<file path="config.mk">
export PLATFORM = sky130hd
export DESIGN_NAME = hazard_controller_flat
export DESIGN_NICKNAME = d
export VERILOG_FILES = /design/src/rtl/hazard_controller_if.sv /design/src/rtl/hazard_controller.sv /design/src/flat_wrapper.sv
export SDC_FILE = /design/constraint.sdc
export NUM_CORES = 1
export LEC_CHECK = 0
export ABC_AREA = 1
export CORE_ASPECT_RATIO = 1.1
export CORE_MARGIN = 2
export CORE_UTILIZATION = 48
export DETAILED_ROUTE_END_ITERATION = 10
export PLACE_DENSITY = 0.94
export RECOVER_POWER = 100
export SLEW_MARGIN = 20
export SYNTH_ARGS = -nofsm -noshare
export SYNTH_HDL_FRONTEND = slang
export SYNTH_SLANG_ARGS = --single-unit
</file>
<file path="constraint.sdc">
create_clock -name clock -period 3.2 [get_ports clock]
set_input_delay 0.64 -clock clock [delete_from_list [all_inputs] [get_ports clock]]
set_output_delay 0.64 -clock clock [all_outputs]
set_load 0.1 [all_outputs]
</file>
<file path="src/rtl/hazard_controller_if.sv">
// Hazard controller bus: pipeline-side hazard inputs and the enable/flush
// outputs the controller returns.
//   master : pipeline side; drives ID/EX/MEM observations and resume,
//            receives enables, flushes, halted and stall_count.
//   slave  : hazard controller side.
interface hazard_controller_if;
  logic [4:0]  id_rs;
  logic [4:0]  id_rt;
  logic        id_uses_rt;
  logic [5:0]  id_op_code;
  logic        ex_MemRead;
  logic [4:0]  ex_rt;
  logic        mem_branch_taken;
  logic        resume;
  logic        pc_write;
  logic        if_id_write;
  logic        if_id_flush;
  logic        id_ex_flush;
  logic        ex_mem_flush;
  logic        halted;
  logic [15:0] stall_count;

  modport master (
    output id_rs, id_rt, id_uses_rt, id_op_code, ex_MemRead, ex_rt,
           mem_branch_taken, resume,
    input  pc_write, if_id_write, if_id_flush, id_ex_flush, ex_mem_flush,
           halted, stall_count
  );

  modport slave (
    input  id_rs, id_rt, id_uses_rt, id_op_code, ex_MemRead, ex_rt,
           mem_branch_taken, resume,
    output pc_write, if_id_write, if_id_flush, id_ex_flush, ex_mem_flush,
           halted, stall_count
  );
endinterface

</file>
<file path="src/rtl/hazard_controller.sv">
// Pipeline hazard controller: load-use stalls, taken-branch flushes and a
// HALT sequence that drains the pipeline before stopping.
// Ports:
//   clock : system clock, state updates on rising edge
//   reset : synchronous active-high reset
//   hz    : hazard_controller_if.slave (hazard inputs, enables, flushes,
//           halted flag, saturating load-use stall counter)
//
// state  | meaning
// RUN    | normal issue; stalls on load-use, starts drain on HALT
// DRAIN  | three cycles of bubbles while older instructions retire
// HALTED | pipeline stopped until resume
module hazard_controller (
  input  logic clock,
  input  logic reset,
  hazard_controller_if.slave hz
);

  typedef enum logic [1:0] {
    RUN    = 2'd0,
    DRAIN  = 2'd1,
    HALTED = 2'd2
  } state_t;

  localparam logic [5:0] HALT_OP = 6'b111111;

  state_t      state, state_nxt;
  logic [1:0]  drain_cnt, drain_cnt_nxt;
  logic [15:0] stall_cnt;
  logic        load_use;
  logic        halt_op;
  logic        stall_inc;

  assign load_use = hz.ex_MemRead && (hz.ex_rt != 5'd0) &&
                    ((hz.ex_rt == hz.id_rs) ||
                     (hz.id_uses_rt && (hz.ex_rt == hz.id_rt)));
  assign halt_op   = (hz.id_op_code == HALT_OP);
  assign stall_inc = (state == RUN) && !hz.mem_branch_taken && load_use;

  always_ff @(posedge clock) begin
    if (reset) begin
      state     <= RUN;
      drain_cnt <= 2'd0;
      stall_cnt <= 16'd0;
    end else begin
      state     <= state_nxt;
      drain_cnt <= drain_cnt_nxt;
      if (stall_inc && (stall_cnt != 16'hFFFF))
        stall_cnt <= stall_cnt + 16'd1;
    end
  end

  always_comb begin
    state_nxt     = state;
    drain_cnt_nxt = drain_cnt;
    if (hz.mem_branch_taken) begin
      state_nxt     = RUN;
      drain_cnt_nxt = 2'd0;
    end else begin
      case (state)
        RUN: begin
          // A stall takes precedence; the HALT is seen again once it clears.
          if (!load_use && halt_op) begin
            state_nxt     = DRAIN;
            drain_cnt_nxt = 2'd0;
          end
        end
        DRAIN: begin
          if (drain_cnt == 2'd2) begin
            state_nxt     = HALTED;
            drain_cnt_nxt = 2'd0;
          end else begin
            drain_cnt_nxt = drain_cnt + 2'd1;
          end
        end
        HALTED: begin
          if (hz.resume)
            state_nxt = RUN;
        end
        default: begin
          state_nxt     = RUN;
          drain_cnt_nxt = 2'd0;
        end
      endcase
    end
  end

  always_comb begin
    hz.pc_write     = 1'b0;
    hz.if_id_write  = 1'b0;
    hz.if_id_flush  = 1'b0;
    hz.id_ex_flush  = 1'b0;
    hz.ex_mem_flush = 1'b0;
    hz.halted       = 1'b0;
    hz.stall_count  = stall_cnt;
    if (reset) begin
      hz.if_id_flush  = 1'b1;
      hz.id_ex_flush  = 1'b1;
      hz.ex_mem_flush = 1'b1;
    end else begin
      hz.halted = (state == HALTED);
      if (hz.mem_branch_taken) begin
        hz.pc_write     = 1'b1;
        hz.if_id_write  = 1'b1;
        hz.if_id_flush  = 1'b1;
        hz.id_ex_flush  = 1'b1;
        hz.ex_mem_flush = 1'b1;
      end else begin
        case (state)
          RUN: begin
            if (load_use || halt_op) begin
              hz.id_ex_flush = 1'b1;
            end else begin
              hz.pc_write    = 1'b1;
              hz.if_id_write = 1'b1;
            end
          end
          HALTED: begin
            hz.id_ex_flush = 1'b1;
            if (hz.resume) begin
              // Fetch restarts; the HALT still sitting in IF/ID is discarded.
              hz.pc_write    = 1'b1;
              hz.if_id_write = 1'b1;
              hz.if_id_flush = 1'b1;
            end
          end
          default: hz.id_ex_flush = 1'b1;
        endcase
      end
    end
  end

endmodule

</file>
<file path="src/flat_wrapper.sv">
// flat-port wrapper written by rule: the top's interface ports become plain ports
module hazard_controller_flat 
  (clock, reset, hz_id_rs, hz_id_rt, hz_id_uses_rt, hz_id_op_code, hz_ex_MemRead, hz_ex_rt, hz_mem_branch_taken, hz_resume, hz_pc_write, hz_if_id_write, hz_if_id_flush, hz_id_ex_flush, hz_ex_mem_flush, hz_halted, hz_stall_count);
  hazard_controller_if hz_i ();
  input  logic clock;
  input  logic reset;
  input wire logic [$bits(hz_i.id_rs)-1:0] hz_id_rs;
  input wire logic [$bits(hz_i.id_rt)-1:0] hz_id_rt;
  input wire logic [$bits(hz_i.id_uses_rt)-1:0] hz_id_uses_rt;
  input wire logic [$bits(hz_i.id_op_code)-1:0] hz_id_op_code;
  input wire logic [$bits(hz_i.ex_MemRead)-1:0] hz_ex_MemRead;
  input wire logic [$bits(hz_i.ex_rt)-1:0] hz_ex_rt;
  input wire logic [$bits(hz_i.mem_branch_taken)-1:0] hz_mem_branch_taken;
  input wire logic [$bits(hz_i.resume)-1:0] hz_resume;
  output wire logic [$bits(hz_i.pc_write)-1:0] hz_pc_write;
  output wire logic [$bits(hz_i.if_id_write)-1:0] hz_if_id_write;
  output wire logic [$bits(hz_i.if_id_flush)-1:0] hz_if_id_flush;
  output wire logic [$bits(hz_i.id_ex_flush)-1:0] hz_id_ex_flush;
  output wire logic [$bits(hz_i.ex_mem_flush)-1:0] hz_ex_mem_flush;
  output wire logic [$bits(hz_i.halted)-1:0] hz_halted;
  output wire logic [$bits(hz_i.stall_count)-1:0] hz_stall_count;
  assign hz_i.id_rs = hz_id_rs;
  assign hz_i.id_rt = hz_id_rt;
  assign hz_i.id_uses_rt = hz_id_uses_rt;
  assign hz_i.id_op_code = hz_id_op_code;
  assign hz_i.ex_MemRead = hz_ex_MemRead;
  assign hz_i.ex_rt = hz_ex_rt;
  assign hz_i.mem_branch_taken = hz_mem_branch_taken;
  assign hz_i.resume = hz_resume;
  assign hz_pc_write = hz_i.pc_write;
  assign hz_if_id_write = hz_i.if_id_write;
  assign hz_if_id_flush = hz_i.if_id_flush;
  assign hz_id_ex_flush = hz_i.id_ex_flush;
  assign hz_ex_mem_flush = hz_i.ex_mem_flush;
  assign hz_halted = hz_i.halted;
  assign hz_stall_count = hz_i.stall_count;
  hazard_controller u_core (.clock(clock), .reset(reset), .hz(hz_i));
endmodule
</file>
* After elaboration in Yosys (flattened, before gate mapping) *
Index checks and enable logic that the tools add are counted.

operators by class
  add/sub/neg operators = 2
  equality and inequality tests = 10
  multiplexer cells = 22
  bitwise logic cells = 1
  reduce and logical (&&, ||, !) cells = 16

operators with widths
  kind                   count
  $add 16x1->16 const B  1
  $ne 16x16->1 const B   1
  $mux 1                 14
  $pmux 2 s3             2
  $eq 5x5->1             2
  $mux 2                 5
  $logic_and 1x1->1      7
  $eq 6x6->1 const B     1
  $reduce_bool 5->1      1
  $eq 2x2->1 const B     2
  $ne 2x2->1 const B     2
  $reduce_and 3->1       1
  $add 2x1->2 const B    1
  $eq 2x1->1 const B     1
  $logic_not 1->1        2
  $logic_not 2->1        1
  $logic_or 1x1->1       2
  $ne 2x1->1 const B     1
  $pmux 1 s2             1
  $reduce_and 2->1       1
  $reduce_or 2->1        1
  $not 1->1              1

storage, ports and cells
  register bits = 20
  input port bits = 27
  output and inout port bits = 22
  word-level logic and storage cells = 54

* Longest topological paths before layout *
  word-level depth = 9
  gate-level depth with buffers = 12
  depth with buffers taken out = 12

* Least setup slack after synthesis *
OpenSTA, ideal clock, no wires.

  kind = input port to output port
  start = input port hz_ex_rt[0]
  end = output port hz_pc_write
  arrival time = 2.937 ns
  data required time = 2.560 ns
  slack = -0.377 ns
  cell stages on the path = 8
  buffers on the path = 1
  cell sequence = inv_1 > nand2_1 > o21ai_0 > inv_1 > nand2_1 > a21oi_1 > nor2_1 > buf_4

on the way
  longest elaborated chain between the ends = 9
  elaborated cells on any way between the ends = 12
  classes of those cells = eq/ne (2); mux (4); reduce/logical (6)

RTL lines
  what                    line                      RTL
  from (decl)             flat_wrapper.sv:12        input wire logic [$bits(hz_i.ex_rt)-1:0] hz_ex_rt;
  $eq 5x5->1              hazard_controller.sv:36   (hz.id_uses_rt && (hz.ex_rt == hz.id_rt)));
  $logic_and 1x1->1       hazard_controller.sv:36
  $logic_or 1x1->1        hazard_controller.sv:35   ((hz.ex_rt == hz.id_rs) ||
  $logic_and 1x1->1 *     hazard_controller.sv:34   assign load_use = hz.ex_MemRead && (hz.ex_rt != 5'd0) &&
  $logic_or 1x1->1 *      hazard_controller.sv:111  if (load_use || halt_op) begin
  $mux 1 *                n/a
  $pmux 1 s2 *            n/a
  $mux 1 * (2 in series)  n/a
  to (decl)               flat_wrapper.sv:15        output wire logic [$bits(hz_i.pc_write)-1:0] hz_pc_write;

Every way passes the cells marked *; elsewhere a longest branch is shown, timed or not.

* Final worst setup path *
  start = input port hz_ex_rt[4]
  end = output port hz_id_ex_flush

on the way
  longest elaborated chain between the ends = 9
  elaborated cells on any way between the ends = 12
  classes of those cells = eq/ne (2); mux (4); reduce/logical (6)

RTL lines
  what                 line                      RTL
  $eq 5x5->1           hazard_controller.sv:36
  $logic_and 1x1->1    hazard_controller.sv:36
  $logic_or 1x1->1     hazard_controller.sv:35
  $logic_and 1x1->1 *  hazard_controller.sv:34
  $logic_or 1x1->1 *   hazard_controller.sv:111
  $mux 1 *             hazard_controller.sv:111
  $mux 1 *             hazard_controller.sv:109  case (state)
  $mux 1 *             hazard_controller.sv:102  if (hz.mem_branch_taken) begin
  $mux 1 *             hazard_controller.sv:96   if (reset) begin
  to (decl)            flat_wrapper.sv:18        output wire logic [$bits(hz_i.id_ex_flush)-1:0] hz_id_ex_flush;

Marks and branches as above.

==> impl_metrics.json <==
{
  "endpoint": "hz_id_ex_flush",
  "maxCapViolCount": 0,
  "htreeDepth": 1,
  "max-slew-margin-rel": 0.225,
  "cts.path.max_buffers": 2,
  "port_buffers": 48,
  "crit_path_max_fanout": 3,
  "drc_errors": 0,
  "ys_seq_area_frac": 0.292,
  "cpMostUsedCell": "nand2_1",
  "crit_path_start": "hz_ex_rt[4]",
  "status": "complete, no violations",
  "timing.rr.start": "u_core.hz.stall_count[0]",
  "routed_wl_um": 3300,
  "cts_repair_resize_count": 0,
  "numCtsBuffers": 3,
  "r2r_cells": 8,
  "ant_nets": 0,
  "finalCritPeriodShare": 0.923,
  "core_mm2": 0.00275,
  "post_cts_buffers": 0,
  "worstPathCellList": "dlygate4sd3_1, inv_2, nand2_1, nand2_1, nor2_1, nand3_1, nand2_2, nand2_1, nand3_1, buf_2",
  "max_slew.worst_pin.slew_ns": 1.17,
  "postLayoutCellArea_mm2": 0.00179,
  "slowest_stage": "dlygate4sd3_1",
  "root_buffer": "clkbuf_4",
  "max_stage_delay_ns": 0.61,
  "yosysWarnings": 0,
  "postSynthAreaPerCell_um2": 6.07,
  "final_common_cell": "nand2_1",
  "io_pins": 49,
  "clock_latency_ns": 0.30,
  "final_cell_mix": "nand2_1 (83), inv_1 (27), nor2_1 (26), clkdlybuf4s50_1 (24), dfxtp_1 (20)",
  "dr.pass1.iters": 4,
  "wire_per_inst_um": 10.7,
  "end_kind": "output pin",
  "r2r-end": "u_core.hz.stall_count[6]",
  "dp.cells": 303,
  "arrival_ns": 2.31,
  "cts_tree": "done",
  "p_int_mw": 0.366,
  "area_growth_pct": 30.4,
  "clock_skew_ns": 0.00431,
  "seq_power_share": 0.493,
  "critPathRequiredTime_ns": 2.56,
  "critPathKind": "in -> out",
  "ys_seq_elements": 20,
  "timing.final.ws_setup_ns": 0.246,
  "synth_area_mm2": 0.00137,
  "timing.fmax_mhz": 339,
  "hold_violations": 0,
  "reg2reg_slack_ns": 1.09,
  "viasPerCell": 4.96,
  "rsz0062_at_grt": "no",
  "powerDensity_mw_per_mm2": 283,
  "grt_overflow": 0,
  "num_antenna_cells": 0,
  "setup_viol": 0,
  "setup_tns_ns": 0,
  "grt_pass1_wl_um": 5590,
  "switching_share": 0.278,
  "syn_inst": 226,
  "min_path_type": "reg -> reg",
  "first_global_vias": 1486,
  "max-vdd-ir-drop_mv": 0.211,
  "hpwl_um": 2620,
  "leakagePower_nw": 0.782,
  "critPathLaunchType": "primary input",
  "die-area_mm2": 0.00330,
  "antenna_found_initial": 0,
  "vias": 1523,
  "grt_max_degree": 17,
  "synth_nets": 254,
  "die_h_um": 60.1,
  "clkSlewWorstSetupHoldPaths_ns": 0.10,
  "fin_cells": 307,
  "fillers": 261,
  "std_cell_rows": 20,
  "cts.sinks": 20,
  "drive_gt1_frac": 0.0693,
  "drtIter0Drc": 32,
  "power.switching_mw": 0.141,
  "gp_congestion": 0.790,
  "fin_crit_ns": 2.95,
  "initial_core_util": 0.499,
  "cts_hold_buf": 0,
  "slew_violations": 0,
  "groute.usage.overall": 0.225,
  "die_w_um": 55.0,
  "comb_power_share": 0.219,
  "place_area_mm2": 0.00189,
  "pre_cts_slack_ns": 0.329,
  "synthDistinctLibCells": 23,
  "final_nets": 303,
  "p_clk_frac": 0.288
}
-- final cells by class --
type	count	area [µm²]	area share
clock buffers	4	36.3	0.0203
multi-input cells	171	812	0.454
flip-flops and latches	20	400	0.224
inverters	30	113	0.0629
repair buffers	49	388	0.217
well taps	33	41.3	0.0231
-- how the worst min path moves through the flow --
stage / startpoint / end / slack (ns) / depth (start not counted)
floorplan: u_core.drain_cnt[1] / u_core.drain_cnt[1] / 0.46 / 3
global placement: u_core.drain_cnt[1] / u_core.drain_cnt[1] / 0.47 / 3
detailed placement: u_core.drain_cnt[1] / u_core.drain_cnt[1] / 0.49 / 3
CTS: u_core.drain_cnt[1] / u_core.drain_cnt[1] / 0.51 / 3
global route: u_core.hz.stall_count[15] / u_core.hz.stall_count[15] / 0.55 / 2
finish: u_core.drain_cnt[1] / u_core.drain_cnt[1] / 0.51 / 3
-- cells in the mapped netlist (all sizes together) --
master	instances	area, µm²
or2	1	6.26
clkbuf	2	7.51
o21ai	1	5.00
o21a	1	7.51
nand3	15	80.1
nand4	4	31.3
nand2	84	318
ha	1	12.5
a211oi	1	7.51
xor2	5	43.8
buf	3	30.0
inv	30	113
nor2	28	120
a21oi	19	95.1
xnor2	10	87.6
o21bai	1	7.51
dfxtp	20	400
-- metrics by stage --
stage	hold slack, ns	total power [mW]	util
after global routing	0.546	0.523	0.650
final	0.508	0.506	0.650
after global placement	0.468	0.374	0.685
after detailed placement	0.488	0.375	0.685
after floorplan	0.459	0.318	-
after CTS	0.512	0.520	0.699
-- cell families after synthesis --
logic type / share of synthesized area
flip-flops: 0.292
XOR/XNOR: 0.0957
adder cells (fa/ha/maj): 0.00911
buffers and inverters: 0.109
AND/OR/NAND/NOR: 0.405
AO/OA/AOI/OAI: 0.0893
-- layer usage --
layer / vias up / global-route usage / share of wire
met5: - / 0 / 0
li1: 794 / - / -
met4: 0 / 0.0523 / 0.0082
met2: 39 / 0.452 / 0.54
met3: 4 / 0.0550 / 0.054
met1: 686 / 0.220 / 0.40
-- power by group through the flow --
| stage | registers (mW) | clock network [mW] | logic [mW] |
|---|---|---|---|
| floorplan | 0.257 | 0 | 0.0605 |
| global placement | 0.255 | 0 | 0.118 |
| detailed placement | 0.255 | 0 | 0.120 |
| CTS | 0.250 | 0.150 | 0.121 |
| global route | 0.250 | 0.154 | 0.119 |
| finish | 0.250 | 0.146 | 0.111 |
-- flip-flops by register name, indices dropped and copies added, names as in the netlist --
signal                 count
u_core.state               2
u_core.drain_cnt           2
u_core.hz.stall_count     16
-- worst max-delay path, delay by kind of cell --
kind / cells / cell delay (ns)
simple gates: 7 / 0.57
buf+inv: 3 / 1.10
Power figures use the tool's default switching activity.
